### src/rtl/uart.sv
// Full-duplex 8N(even)1 UART: transmitter and receiver share a bit-period
// setting that each side latches at frame start.
module uart (
    input  logic        CLK,
    input  logic        RESET,
    input  logic        RX,
    input  logic        START,
    input  logic [7:0]  DATA_TX,
    input  logic [11:0] WORK_FR,
    output logic        TX,
    output logic [7:0]  DATA_RX,
    output logic        PARITY_RX,
    output logic        READY_TX,
    output logic        READY
);

    typedef enum logic [2:0] {T_IDLE, T_START, T_DATA, T_PARITY, T_STOP} tx_state_e;
    typedef enum logic [2:0] {R_IDLE, R_START, R_DATA, R_PARITY, R_STOP} rx_state_e;

    // Periods below 4 leave no room for a mid-bit sample behind the synchronizer.
    logic [11:0] period_d;
    assign period_d = (WORK_FR < 12'd4) ? 12'd4 : WORK_FR;

    // ---------------- transmitter ----------------
    tx_state_e   tx_state_q;
    logic [11:0] tx_per_q, tx_cnt_q;
    logic [2:0]  tx_bit_q;
    logic [7:0]  tx_shift_q;
    logic        tx_par_q, tx_q, ready_tx_q;
    logic        tx_last;

    assign tx_last = (tx_cnt_q == tx_per_q - 12'd1);

    always_ff @(posedge CLK) begin
        if (RESET) begin
            tx_state_q <= T_IDLE;
            tx_per_q   <= 12'd4;
            tx_cnt_q   <= '0;
            tx_bit_q   <= '0;
            tx_shift_q <= '0;
            tx_par_q   <= 1'b0;
            tx_q       <= 1'b1;
            ready_tx_q <= 1'b1;
        end else begin
            if (tx_state_q != T_IDLE)
                tx_cnt_q <= tx_last ? 12'd0 : tx_cnt_q + 12'd1;
            case (tx_state_q)
                T_IDLE: if (START) begin
                    tx_shift_q <= DATA_TX;
                    tx_par_q   <= ^DATA_TX;
                    tx_per_q   <= period_d;
                    tx_cnt_q   <= '0;
                    tx_q       <= 1'b0;
                    ready_tx_q <= 1'b0;
                    tx_state_q <= T_START;
                end
                T_START: if (tx_last) begin
                    tx_q       <= tx_shift_q[0];
                    tx_shift_q <= {1'b0, tx_shift_q[7:1]};
                    tx_bit_q   <= '0;
                    tx_state_q <= T_DATA;
                end
                T_DATA: if (tx_last) begin
                    if (tx_bit_q == 3'd7) begin
                        tx_q       <= tx_par_q;
                        tx_state_q <= T_PARITY;
                    end else begin
                        tx_q       <= tx_shift_q[0];
                        tx_shift_q <= {1'b0, tx_shift_q[7:1]};
                        tx_bit_q   <= tx_bit_q + 3'd1;
                    end
                end
                T_PARITY: if (tx_last) begin
                    tx_q       <= 1'b1;
                    tx_state_q <= T_STOP;
                end
                T_STOP: if (tx_last) begin
                    ready_tx_q <= 1'b1;
                    tx_state_q <= T_IDLE;
                end
                default: tx_state_q <= T_IDLE;
            endcase
        end
    end

    // ---------------- receiver ----------------
    rx_state_e   rx_state_q;
    logic        rx_sync1_q, rx_sync2_q, rx_prev_q;
    logic [11:0] rx_per_q, rx_cnt_q;
    logic [2:0]  rx_bit_q;
    logic [7:0]  rx_shift_q, data_rx_q;
    logic        rx_par_q, parity_rx_q, ready_q;
    logic        rx_last, rx_half;

    assign rx_last = (rx_cnt_q == rx_per_q - 12'd1);
    assign rx_half = (rx_cnt_q == (rx_per_q >> 1) - 12'd1);

    always_ff @(posedge CLK) begin
        if (RESET) begin
            rx_sync1_q  <= 1'b1;
            rx_sync2_q  <= 1'b1;
            rx_prev_q   <= 1'b1;
            rx_state_q  <= R_IDLE;
            rx_per_q    <= 12'd4;
            rx_cnt_q    <= '0;
            rx_bit_q    <= '0;
            rx_shift_q  <= '0;
            rx_par_q    <= 1'b0;
            data_rx_q   <= '0;
            parity_rx_q <= 1'b0;
            ready_q     <= 1'b0;
        end else begin
            rx_sync1_q <= RX;
            rx_sync2_q <= rx_sync1_q;
            rx_prev_q  <= rx_sync2_q;
            ready_q    <= 1'b0;
            if (rx_state_q != R_IDLE)
                rx_cnt_q <= rx_last ? 12'd0 : rx_cnt_q + 12'd1;
            case (rx_state_q)
                // Edge detect needs a high-then-low pair, so a line stuck low never retriggers.
                R_IDLE: if (rx_prev_q && !rx_sync2_q) begin
                    rx_per_q   <= period_d;
                    rx_cnt_q   <= '0;
                    rx_state_q <= R_START;
                end
                R_START: if (rx_half) begin
                    rx_cnt_q   <= '0;
                    rx_bit_q   <= '0;
                    rx_state_q <= rx_sync2_q ? R_IDLE : R_DATA;
                end
                R_DATA: if (rx_last) begin
                    rx_shift_q <= {rx_sync2_q, rx_shift_q[7:1]};
                    if (rx_bit_q == 3'd7) rx_state_q <= R_PARITY;
                    else                  rx_bit_q   <= rx_bit_q + 3'd1;
                end
                R_PARITY: if (rx_last) begin
                    rx_par_q   <= rx_sync2_q;
                    rx_state_q <= R_STOP;
                end
                R_STOP: if (rx_last) begin
                    if (rx_sync2_q) begin
                        data_rx_q   <= rx_shift_q;
                        parity_rx_q <= rx_par_q;
                        ready_q     <= 1'b1;
                    end
                    rx_state_q <= R_IDLE;
                end
                default: rx_state_q <= R_IDLE;
            endcase
        end
    end

    assign TX        = tx_q;
    assign READY_TX  = ready_tx_q;
    assign DATA_RX   = data_rx_q;
    assign PARITY_RX = parity_rx_q;
    assign READY     = ready_q;

endmodule

### config.mk
export PLATFORM = sky130hd
export DESIGN_NAME = uart
export DESIGN_NICKNAME = d
export VERILOG_FILES = /design/src/rtl/uart.sv
export SDC_FILE = /design/constraint.sdc
export NUM_CORES = 1
export LEC_CHECK = 0
export ABC_AREA = 1
export BUFFER_PORTS_ARGS = -buffer_cell sky130_fd_sc_hd__buf_4
export CAP_MARGIN = 20
export CORE_MARGIN = 4
export CORE_UTILIZATION = 61
export DETAILED_ROUTE_END_ITERATION = 16
export PLACE_DENSITY_LB_ADDON = 0.2
export SYNTH_ARGS = -nofsm -noshare
export SYNTH_HDL_FRONTEND = slang
export SYNTH_SLANG_ARGS = --single-unit
### constraint.sdc
create_clock -name CLK -period 2.3 [get_ports CLK]
set_input_delay 0.115 -clock CLK [delete_from_list [all_inputs] [get_ports CLK]]
set_output_delay 0.115 -clock CLK [all_outputs]
set_load 0.005 [all_outputs]
==> results of run 1 <==
[layout by cell type (no fill, tap or decap), types with 2 or more instances in the layout]
master / netlist / routed
xor2_1: 37 / 37
nor3_4: 1 / 2
dfxtp_1: 93 / 89
nand3_2: 3 / 3
nor4_1: 2 / 2
o21bai_1: 2 / 2
nand3_4: 0 / 3
clkbuf_8: 0 / 9
nand3_1: 38 / 35
ha_4: 0 / 3
clkinv_4: 0 / 3
nand3b_1: 5 / 5
nor3_1: 14 / 11
nor2_2: 20 / 26
or2_2: 7 / 7
o21ai_1: 5 / 8
buf_12: 0 / 2
nand2_4: 2 / 4
buf_6: 1 / 3
inv_2: 1 / 2
inv_1: 99 / 94
o21ai_0: 41 / 34
ha_1: 9 / 6
inv_4: 0 / 4
o21ai_2: 2 / 5
nand2_8: 0 / 2
nand2_1: 189 / 182
or2_1: 3 / 3
nor2_1: 85 / 74
nor3_2: 0 / 2
buf_4: 1 / 54
xnor2_1: 17 / 17
a21oi_1: 50 / 50
nand4_1: 23 / 23
nand2_2: 5 / 9
nor2_4: 3 / 8
o22ai_1: 9 / 9
dfxtp_2: 0 / 3
[kinds of logic (layout without fill, tap and decap cells)]
kind of cell             after synthesis  count (layout)  synth area share
buffers and inverters                119             178            0.0873
adder cells (fa/ha/maj)                9               9            0.0212
multiplexers                           1               1           0.00188
XOR/XNOR                              54              54            0.0889
AO/OA/AOI/OAI                        110             110             0.109
flip-flops                            93              93             0.350
AND/OR/NAND/NOR                      402             403             0.342
[sequential cells by signal, summed over array words and instances, names as in the netlist, 3 cells and up]
name,count
rx_cnt_q,12
rx_per_q,12
tx_cnt_q,12
tx_per_q,12
DATA_RX,8
rx_shift_q,8
tx_shift_q,8
rx_bit_q,3
rx_state_q,3
tx_bit_q,3
tx_state_q,3
[per-layer routing]
layer  up-vias  track usage
met5         -            0
li1       2628            -
met3        22       0.0303
met4         0       0.0716
met2       130        0.408
met1      2351        0.337
[timing repair]
action / CTS / global route
gates resized for setup: 4 / 73
cloned: 0 / 1
hold endpoints to repair: 1 / 0
endpoints found under the setup margin: 19 / 61
hold buffers: 1 / 0
pin swaps: 1 / 23
buffers inserted: 2 / 9
[synthesized netlist by cell type, drive strengths merged]
cell	number	area share
o21ai	48	0.047
nor4	2	0.0024
nor2	108	0.090
mux2i	1	0.0019
nand3	41	0.041
xnor2	17	0.028
ha	9	0.021
xor2	37	0.061
a21oi	51	0.049
nor3b	1	0.0014
inv	100	0.071
buf	7	0.0082
clkbuf	11	0.0078
or2	10	0.012
nand4	23	0.027
dfxtp	93	0.35
nor3	15	0.016
nand3b	5	0.0071
nand2	196	0.14
o21bai	2	0.0028
nand2b	1	0.0012
o22ai	9	0.011
clkinv	1	0.00071
[critical path: stages (launching register included)]
cell     delay (ns)
dfxtp_2        0.35
inv_4          0.08
ha_4           0.16
inv_4          0.05
nor2_4         0.13
nand3_2        0.08
nand2_1        0.06
nand2_1        0.05
nor2_1         0.11
nand2_1        0.09
nor2_2         0.16
nand3_4        0.13
nor3_4         0.22
buf_12         0.14
buf_6          0.14
buf_4          0.12
a21oi_2        0.04
[final timing paths]
kind / cells after the start / endpoint / start
worst min-delay path: 3 / rx_per_q[4] / WORK_FR[4]
worst max-delay path: 16 / DATA_RX[7] / rx_per_q[1]
worst max register to register: 16 / DATA_RX[7] / rx_per_q[1]
worst min register to register: 1 / rx_sync2_q / rx_sync1_q
[layout make-up]
class / count / area [sq um]
flip-flops and latches: 93 / 1870
inverters: 101 / 389
multi-input cells: 577 / 3220
clock buffers: 9 / 124
clock inverters: 7 / 70.1
fillers: 644 / 2030
repair buffers: 61 / 504
well taps: 105 / 131
[metrics by stage]
stage | power [W] | hold WS (ns) | setup WS [ns] | std cells | utilization
5_1_grt | 0.00670 | 0.0352 | -0.0543 | 953 | 0.757
2_1_floorplan | 0.00409 | 0.219 | 0.174 | 788 | -
3_5_place_dp | 0.00474 | 0.303 | -0.0985 | 924 | 0.689
3_3_place_gp | 0.00466 | 0.300 | 0.0162 | 924 | 0.689
6_report | 0.00618 | 0.0133 | 0.0782 | 953 | 0.757
4_1_cts | 0.00585 | 0.00968 | 0.0210 | 943 | 0.717
[power by group through the flow]
stage	Sequential, W	Combinational, W	Clock (W)
floorplan	0.00204	0.00205	0
global placement	0.00209	0.00257	0
detailed placement	0.00210	0.00264	0
CTS	0.00206	0.00270	0.00109
global route	0.00211	0.00342	0.00117
finish	0.00208	0.00302	0.00108
==> metrics.txt, run 1 <==
switching share of power=0.457; Post-Syn Area=5320 sq um; Post-Syn Nets=821; vias in the first global route=4,615; design area=6310 sq um; DR iter-0 viols=301; placed cell areas=5740 sq um; FMAX=0.450 GHz; Die Width=101 microns; Clk pwr share=0.174; final wirelength=12,900 microns; RSZ-0062 raised after global routing=true; outcome=finished clean; kind of critical path=reg -> reg; CTS Buf Count=9; Final Wtd Congestion=0.893; R2R Setup Slk=0.08 ns; antenna diode count=0; initial antenna violation count=0; Required @ worst endpoint=2.55 ns; Comb pwr share=0.489; CTS tree=built; Tot GR Track Use=0.246; Die Y=101 microns; Seq/Total Area, Yosys=0.350; # DRC=0; Worst-path clk slew=0.11 ns; Ys Warns=0; post-detailed-route count of antenna-violating nets=0; Setup Viol. Count Final=0; NetSw=0.00283 W; MaxCap Viol Count=0; DR vias=5,131; DP Wirelength=9060 microns; die area=10,300 sq um; first-pass GRT wire length=20,900 microns; Hold Violations, Final=0; Distinct cells, synth=36; DR top layer=met4; Slew @ Worst Pin=0.515 ns; routed length on met3=576 microns; Tmin final=2.22 ns; worst-path maximum fanout=9; Startpoint Class=flip-flop; CP Capture Type=flip-flop; largest net degree at the start of global routing=42; Peak VDD IR=734 uV; site row count=33; # IOs=36; # port buffers=35; period utilisation layout=0.966; fin. max-slew vios=0; TritonRoute pass-1 iters=5; internal cell power=0.00335 W; CORE AREA=8340 sq um; synthesized flop and latch total=93; Mapped Avg Cell Area=6.75 sq um; drt wl/cell=13.5 microns; sequential fraction of design power=0.337; Area Growth Syn to Fin=18.7%; vias per cell=5.38; WL met1=5820 microns; grt ovf=0; met2 wire len=6250 microns; CTS sink count=93; pwr/cell area=979 nW/um^2; clk_skew=0.0151 ns; fraction of layout cells with a size suffix above 1=0.191; clock buffer depth=2; Mapped Cells=788; WP data arrival=2.47 ns; Clock Latency Late Sink=0.36 ns; Slew headroom=0.654; initial core utilization=0.638; Leak=2.83 nW; HP Class=in -> reg; H-tree depth=3; Sum Neg Setup Slack=0 ns; Final #Nets=876; CTS root buffer=clkbuf_8
Note: power is estimated with default switching activity, not from simulation.
==> run 2, diff against run 1 <==
Settings changed: MAX_ROUTING_LAYER set to met4.
==> metrics.txt, run 2 (synthesis results as in run 1) <==
clock buffer depth=2 (unchanged); Worst-path clk slew=0.10 ns (was 0.11 ns); outcome=finished clean (unchanged); Tot GR Track Use=0.261 (was 0.246); DR iter-0 viols=359 (was 301); # port buffers=35 (unchanged); H-tree depth=3 (unchanged); Reg-to-Reg End=PARITY_RX (was DATA_RX[7]); vias in the first global route=4,850 (was 4,615); most frequent cells in the layout=nand2_1, inv_1, dfxtp_1 (unchanged); Peak VDD IR=917 uV (was 734 uV); site row count=33 (unchanged); DP Wirelength=9260 microns (was 9060 microns); first-pass GRT wire length=21,200 microns (was 20,900 microns); grt ovf=0 (unchanged); Final Wtd Congestion=0.903 (was 0.893); final worst slack=0.0221 ns (was 0.0782 ns); post-detailed-route count of antenna-violating nets=0 (unchanged); Startpoint Class=flip-flop (unchanged); CTS tree=built (unchanged); Clk pwr share=0.175 (was 0.174); placed cell areas=5730 sq um (was 5740 sq um); kind of critical path=reg -> reg (unchanged); switching share of power=0.458 (was 0.457); TritonRoute pass-1 iters=5 (unchanged); Die Width=101 microns (unchanged); r2r worst-path depth=15 (was 16); Comb pwr share=0.486 (was 0.489); Hold Violations, Final=0 (unchanged); # IOs=36 (unchanged); CTS root buffer=clkbuf_8 (unchanged); Required @ worst endpoint=2.57 ns (was 2.55 ns); drt wl/cell=13.8 microns (was 13.5 microns); R2R Setup Slk=0.02 ns (was 0.08 ns); Setup Viol. Count Final=0 (unchanged); CTS sink count=93 (unchanged); CTS Buf Count=9 (unchanged); initial core utilization=0.638 (unchanged); FMAX=0.439 GHz (was 0.450 GHz); die area=10,300 sq um (unchanged); Hold Path Cell Cnt=3 (unchanged); fraction of layout cells with a size suffix above 1=0.185 (was 0.191); r2r startpoint=rx_per_q[0] (was rx_per_q[1]); WHS Endpoint=rx_per_q[4] (unchanged); DR vias=5,203 (was 5,131); Place WS=-0.101 ns (was -0.0985 ns); antenna diode count=0 (unchanged); design area=6270 sq um (was 6310 sq um); Tmin final=2.28 ns (was 2.22 ns); MaxCap Viol Count=0 (unchanged); Hold Startpoint=WORK_FR[4] (unchanged); Final #Nets=873 (was 876); internal cell power=0.00335 W (about the same); Slew headroom=0.645 (was 0.654); # DRC=0 (unchanged); CORE AREA=8340 sq um (unchanged); NetSw=0.00283 W (about the same); HP Class=in -> reg (unchanged); Area Growth Syn to Fin=18.0% (was 18.7%); Leak=2.84 nW (was 2.83 nW); fin. max-slew vios=0 (unchanged); sequential fraction of design power=0.340 (was 0.337); clk_skew=0.0112 ns (was 0.0151 ns); total power=0.00619 W (was 0.00618 W); CP Capture Type=flip-flop (unchanged); pwr/cell area=986 nW/um^2 (was 979 nW/um^2); WP data arrival=2.55 ns (was 2.47 ns); initial antenna violation count=0 (unchanged); Clock Latency Late Sink=0.38 ns (was 0.36 ns); Die Y=101 microns (unchanged); vias per cell=5.48 (was 5.38); Slew @ Worst Pin=0.530 ns (was 0.515 ns); worst-path maximum fanout=5 (was 9); commonest non-fill, non-tap cell in the layout=nand2_1 (unchanged); Sum Neg Setup Slack=0 ns (unchanged); period utilisation layout=0.990 (was 0.966); largest net degree at the start of global routing=42 (unchanged); # fillers=663 (was 644); final wirelength=13,200 microns (was 12,900 microns)
==> run 2: cell types whose count changed in the layout (fill, tap and decap cells not counted), moves of 2 or more <==
| cell | before | now |
|---|---|---|
| buf_4 | 54 | 51 |
| o21ai_1 | 8 | 15 |
| dfxtp_1 | 89 | 86 |
| o21ai_2 | 5 | 3 |
| nor2_4 | 8 | 10 |
| clkbuf_16 | 0 | 2 |
| inv_4 | 4 | 2 |
| dfxtp_2 | 3 | 5 |
| o21ai_0 | 34 | 30 |
| nor2_2 | 26 | 23 |
==> run 2: area by class of cell <==
class / instances / area (sq um) / share of cell area
inverters: 101 / 389 / 0.0620
clock inverters: 7 / 66.3 / 0.0106
multi-input cells: 577 / 3180 / 0.507
flip-flops and latches: 93 / 1880 / 0.299
clock buffers: 9 / 124 / 0.0197
repair buffers: 58 / 505 / 0.0806
well taps: 105 / 131 / 0.0209
==> run 2: critical path, stage by stage, from the launching register on <==
cell and delay [ns]:
dfxtp_2 0.34, inv_1 0.09, ha_4 0.19, or2_2 0.28, nand3_1 0.09, nand2_1 0.07, nor2_1 0.09, nand2_1 0.09
nor2_4 0.11, nand3_4 0.13, nor3_4 0.23, buf_12 0.15, buf_12 0.11, inv_2 0.04, nor2_1 0.12, nor2_1 0.06
==> run 2: stage by stage <==
| stage | utilization | hold WS, ns | std cells |
|---|---|---|---|
| 4_1_cts | 0.715 | 0.0158 | 940 |
| 5_1_grt | 0.752 | 0.0215 | 950 |
| 3_5_place_dp | 0.687 | 0.306 | 922 |
| 2_1_floorplan | - | 0.219 | 788 |
| 3_3_place_gp | 0.687 | 0.300 | 922 |
| 6_report | 0.752 | 0.0131 | 950 |
==> run 2: worst max-delay path by stage <==
stage	start	to	slack, ns
final	rx_per_q[0]	PARITY_RX	0.02
after global routing	rx_per_q[0]	PARITY_RX	-0.08
after CTS	rx_per_q[1]	rx_shift_q[1]	0.0006
after detailed placement	rx_per_q[1]	rx_shift_q[4]	-0.10
after global placement	rx_per_q[1]	rx_shift_q[4]	0.007
after floorplan	rx_per_q[0]	rx_shift_q[6]	0.17
==> run 2: what timing repair did <==
| action | CTS | global route |
|---|---|---|
| gates resized for setup | 6 | 66 |
| endpoints found under the hold margin | 1 | 0 |
| setup buffers | 1 | 7 |
| pin swaps | 2 | 15 |
| cloned | 0 | 3 |
| hold buffers | 1 | 0 |
| endpoints found under the setup margin | 22 | 59 |
==> run 2: layer usage <==
layer,global-route usage,vias to the layer above,wire [microns]
met2,0.442,153,6530
met4,0.0777,0,220
met1,0.320,2405,5700
li1,-,2620,-
met3,0.0413,25,707
met5,-,-,0
==> run 2: power by group through the flow <==
| stage | registers (W) | clock network (W) | logic [W] |
|---|---|---|---|
| after floorplan | 0.00204 | 0 | 0.00205 |
| final | 0.00210 | 0.00108 | 0.00300 |
| after global placement | 0.00210 | 0 | 0.00254 |
| after detailed placement | 0.00211 | 0 | 0.00263 |
| after CTS | 0.00208 | 0.00110 | 0.00271 |
| after global routing | 0.00213 | 0.00118 | 0.00338 |
==> run 3, diff against run 2 <==
Settings changed: CORE_UTILIZATION 61 to 55.
Clock period 2.3 ns to 2.06 ns, I/O delays scaled along.
==> metrics.txt, run 3 (synthesis results as in run 1) <==
Sum Neg Setup Slack=-0.825 ns (was 0 ns); clk_skew=0.0200 ns (was 0.0112 ns); drt wl/cell=13.5 microns (was 13.8 microns); worst-path maximum fanout=5 (unchanged); met3 usage=0.0352 (was 0.0413); Required @ worst endpoint=2.32 ns (was 2.57 ns); WP data arrival=2.37 ns (was 2.55 ns); final wirelength=13,700 microns (was 13,200 microns); Die Y=106 microns (was 101 microns); MaxCap Viol Count=0 (unchanged); design area=6890 sq um (was 6270 sq um); pwr/cell area=1110 nW/um^2 (was 986 nW/um^2); CTS sink count=93 (unchanged); # port buffers=35 (unchanged); CP Launch Point=rx_per_q[2] (was rx_per_q[0]); Hold Startpoint=WORK_FR[10] (was WORK_FR[4]); clock buffer depth=2 (unchanged); DR vias=5,269 (was 5,203); vias per cell=5.20 (was 5.48); grt ovf=0 (unchanged); met2 usage=0.414 (was 0.442); Peak VDD IR=752 uV (was 917 uV); # fillers=737 (was 663); Area Growth Syn to Fin=29.6% (was 18.0%); DR iter-0 viols=225 (was 359); Die Width=106 microns (was 101 microns); CTS Buf Count=9 (unchanged); vias in the first global route=5,028 (was 4,850); Clock Latency Late Sink=0.37 ns (was 0.38 ns); first-pass GRT wire length=22,300 microns (was 21,200 microns); most frequent cells in the layout=nand2_1, inv_1, dfxtp_1 (unchanged); # IOs=36 (unchanged); TritonRoute pass-1 iters=5 (unchanged); antenna diode count=0 (unchanged); Tot GR Track Use=0.243 (was 0.261); outcome=complete, but fails checks (was finished clean); site row count=35 (was 33); placed cell areas=6020 sq um (was 5730 sq um); CORE AREA=9330 sq um (was 8340 sq um); Worst-path clk slew=0.10 ns (about the same); Slew headroom=0.587 (was 0.645); RSZ-0062 raised after global routing=true; Hold Violations, Final=0 (unchanged); Inst Count DP=979 (was 922); fin. max-slew vios=0 (unchanged); Finished Core Util=0.739 (was 0.752); Final #Nets=912 (was 873); commonest non-fill, non-tap cell in the layout=nand2_1 (unchanged); # DRC=0 (unchanged); Setup Viol. Count Final=31 (was 0); H-tree depth=3 (unchanged); period utilisation layout=1.03 (was 0.990); kind of critical path=reg -> reg (unchanged); CTS tree=built (unchanged); CP Capture Type=flip-flop (unchanged); GR peak layer=met2 (unchanged); initial core utilization=0.570 (was 0.638); r2r startpoint=rx_per_q[2] (was rx_per_q[0]); DP Wirelength=9480 microns (was 9260 microns); final worst slack=-0.0525 ns (was 0.0221 ns); Place WS=-0.154 ns (was -0.101 ns); initial antenna violation count=0 (unchanged); Startpoint Class=flip-flop (unchanged); Slew @ Worst Pin=0.615 ns (was 0.530 ns); post-detailed-route count of antenna-violating nets=0 (unchanged); largest net degree at the start of global routing=39 (was 42); Leak=3.08 nW (was 2.84 nW); CTS root buffer=clkbuf_8 (unchanged); die area=11,300 sq um (was 10,300 sq um); Final Non-Filler Cells=1,013 (was 950); routing usage on met1=0.301 (was 0.320); FMAX=0.473 GHz (was 0.439 GHz); failing checks=negative setup slack; fraction of layout cells with a size suffix above 1=0.262 (was 0.185); Final Wtd Congestion=0.923 (was 0.903); HP Class=in -> reg (unchanged); Tmin final=2.11 ns (was 2.28 ns)
run 3: changes by cell type in the layout (fill, tap and decap cells not counted), sizes merged:
cell and change:
buf +38, clkbuf -1, clkinv -1, dlygate4sd3 +1
inv +1, nand3 +1
run 3: timing repair:
action	4_1_cts	5_1_grt
gates resized for setup	46	94
setup buffers	8	3
hold endpoints to repair	2	0
pin swaps	18	43
endpoints found under the setup margin	51	64
cloned	3	2
hold buffers	2	0
run 3: cell type report:
cell class,instances,area [sq um],area share
timing repair buffer,96,847,0.123
sequential,93,1870,0.272
clock inverter,7,76.3,0.0111
clock buffer,9,124,0.0180
tap,129,161,0.0234
inverter,101,394,0.0572
multi-input combinational,578,3410,0.495
run 3: where the power goes:
part | internal [W] | leakage [nW] | switching [W] | total [W]
registers | 0.00207 | 0.759 | 0.000250 | 0.00232
logic | 0.00157 | 2.22 | 0.00250 | 0.00407
clock network | 0.000479 | 0.101 | 0.000747 | 0.00123
total | 0.00411 | 3.08 | 0.00350 | 0.00761
run 3: final timing paths:
check | endpoint | depth (start not counted) | slack [ns]
setup / recovery | PARITY_RX | 14 | -0.05
hold / removal | rx_per_q[10] | 3 | 0.01
setup reg to reg | PARITY_RX | 14 | -0.05
hold reg to reg | rx_sync2_q | 1 | 0.42
run 3: per-stage QoR:
stage               power [W]  hold slack (ns)
floorplan             0.00457            0.207
global placement      0.00548            0.288
detailed placement    0.00555            0.290
CTS                   0.00703          0.00535
global route          0.00818          0.00732
finish                0.00761           0.0144
run 3: metal layers:
layer	part of all wire	wire length (microns)
met3	0.037	509
met2	0.50	6810
met4	0.013	174
met1	0.45	6170
met5	0	0
run 3: critical path: stages (launching register included):
cell	delay [ns]
dfxtp_4	0.38
buf_12	0.12
nor2_4	0.09
nand2_1	0.11
nor2_2	0.18
nand2_1	0.08
xor2_1	0.16
nor2_4	0.15
nand3_4	0.12
nor3_4	0.14
buf_6	0.17
buf_12	0.12
inv_4	0.03
nor2_2	0.09
nor2_1	0.05
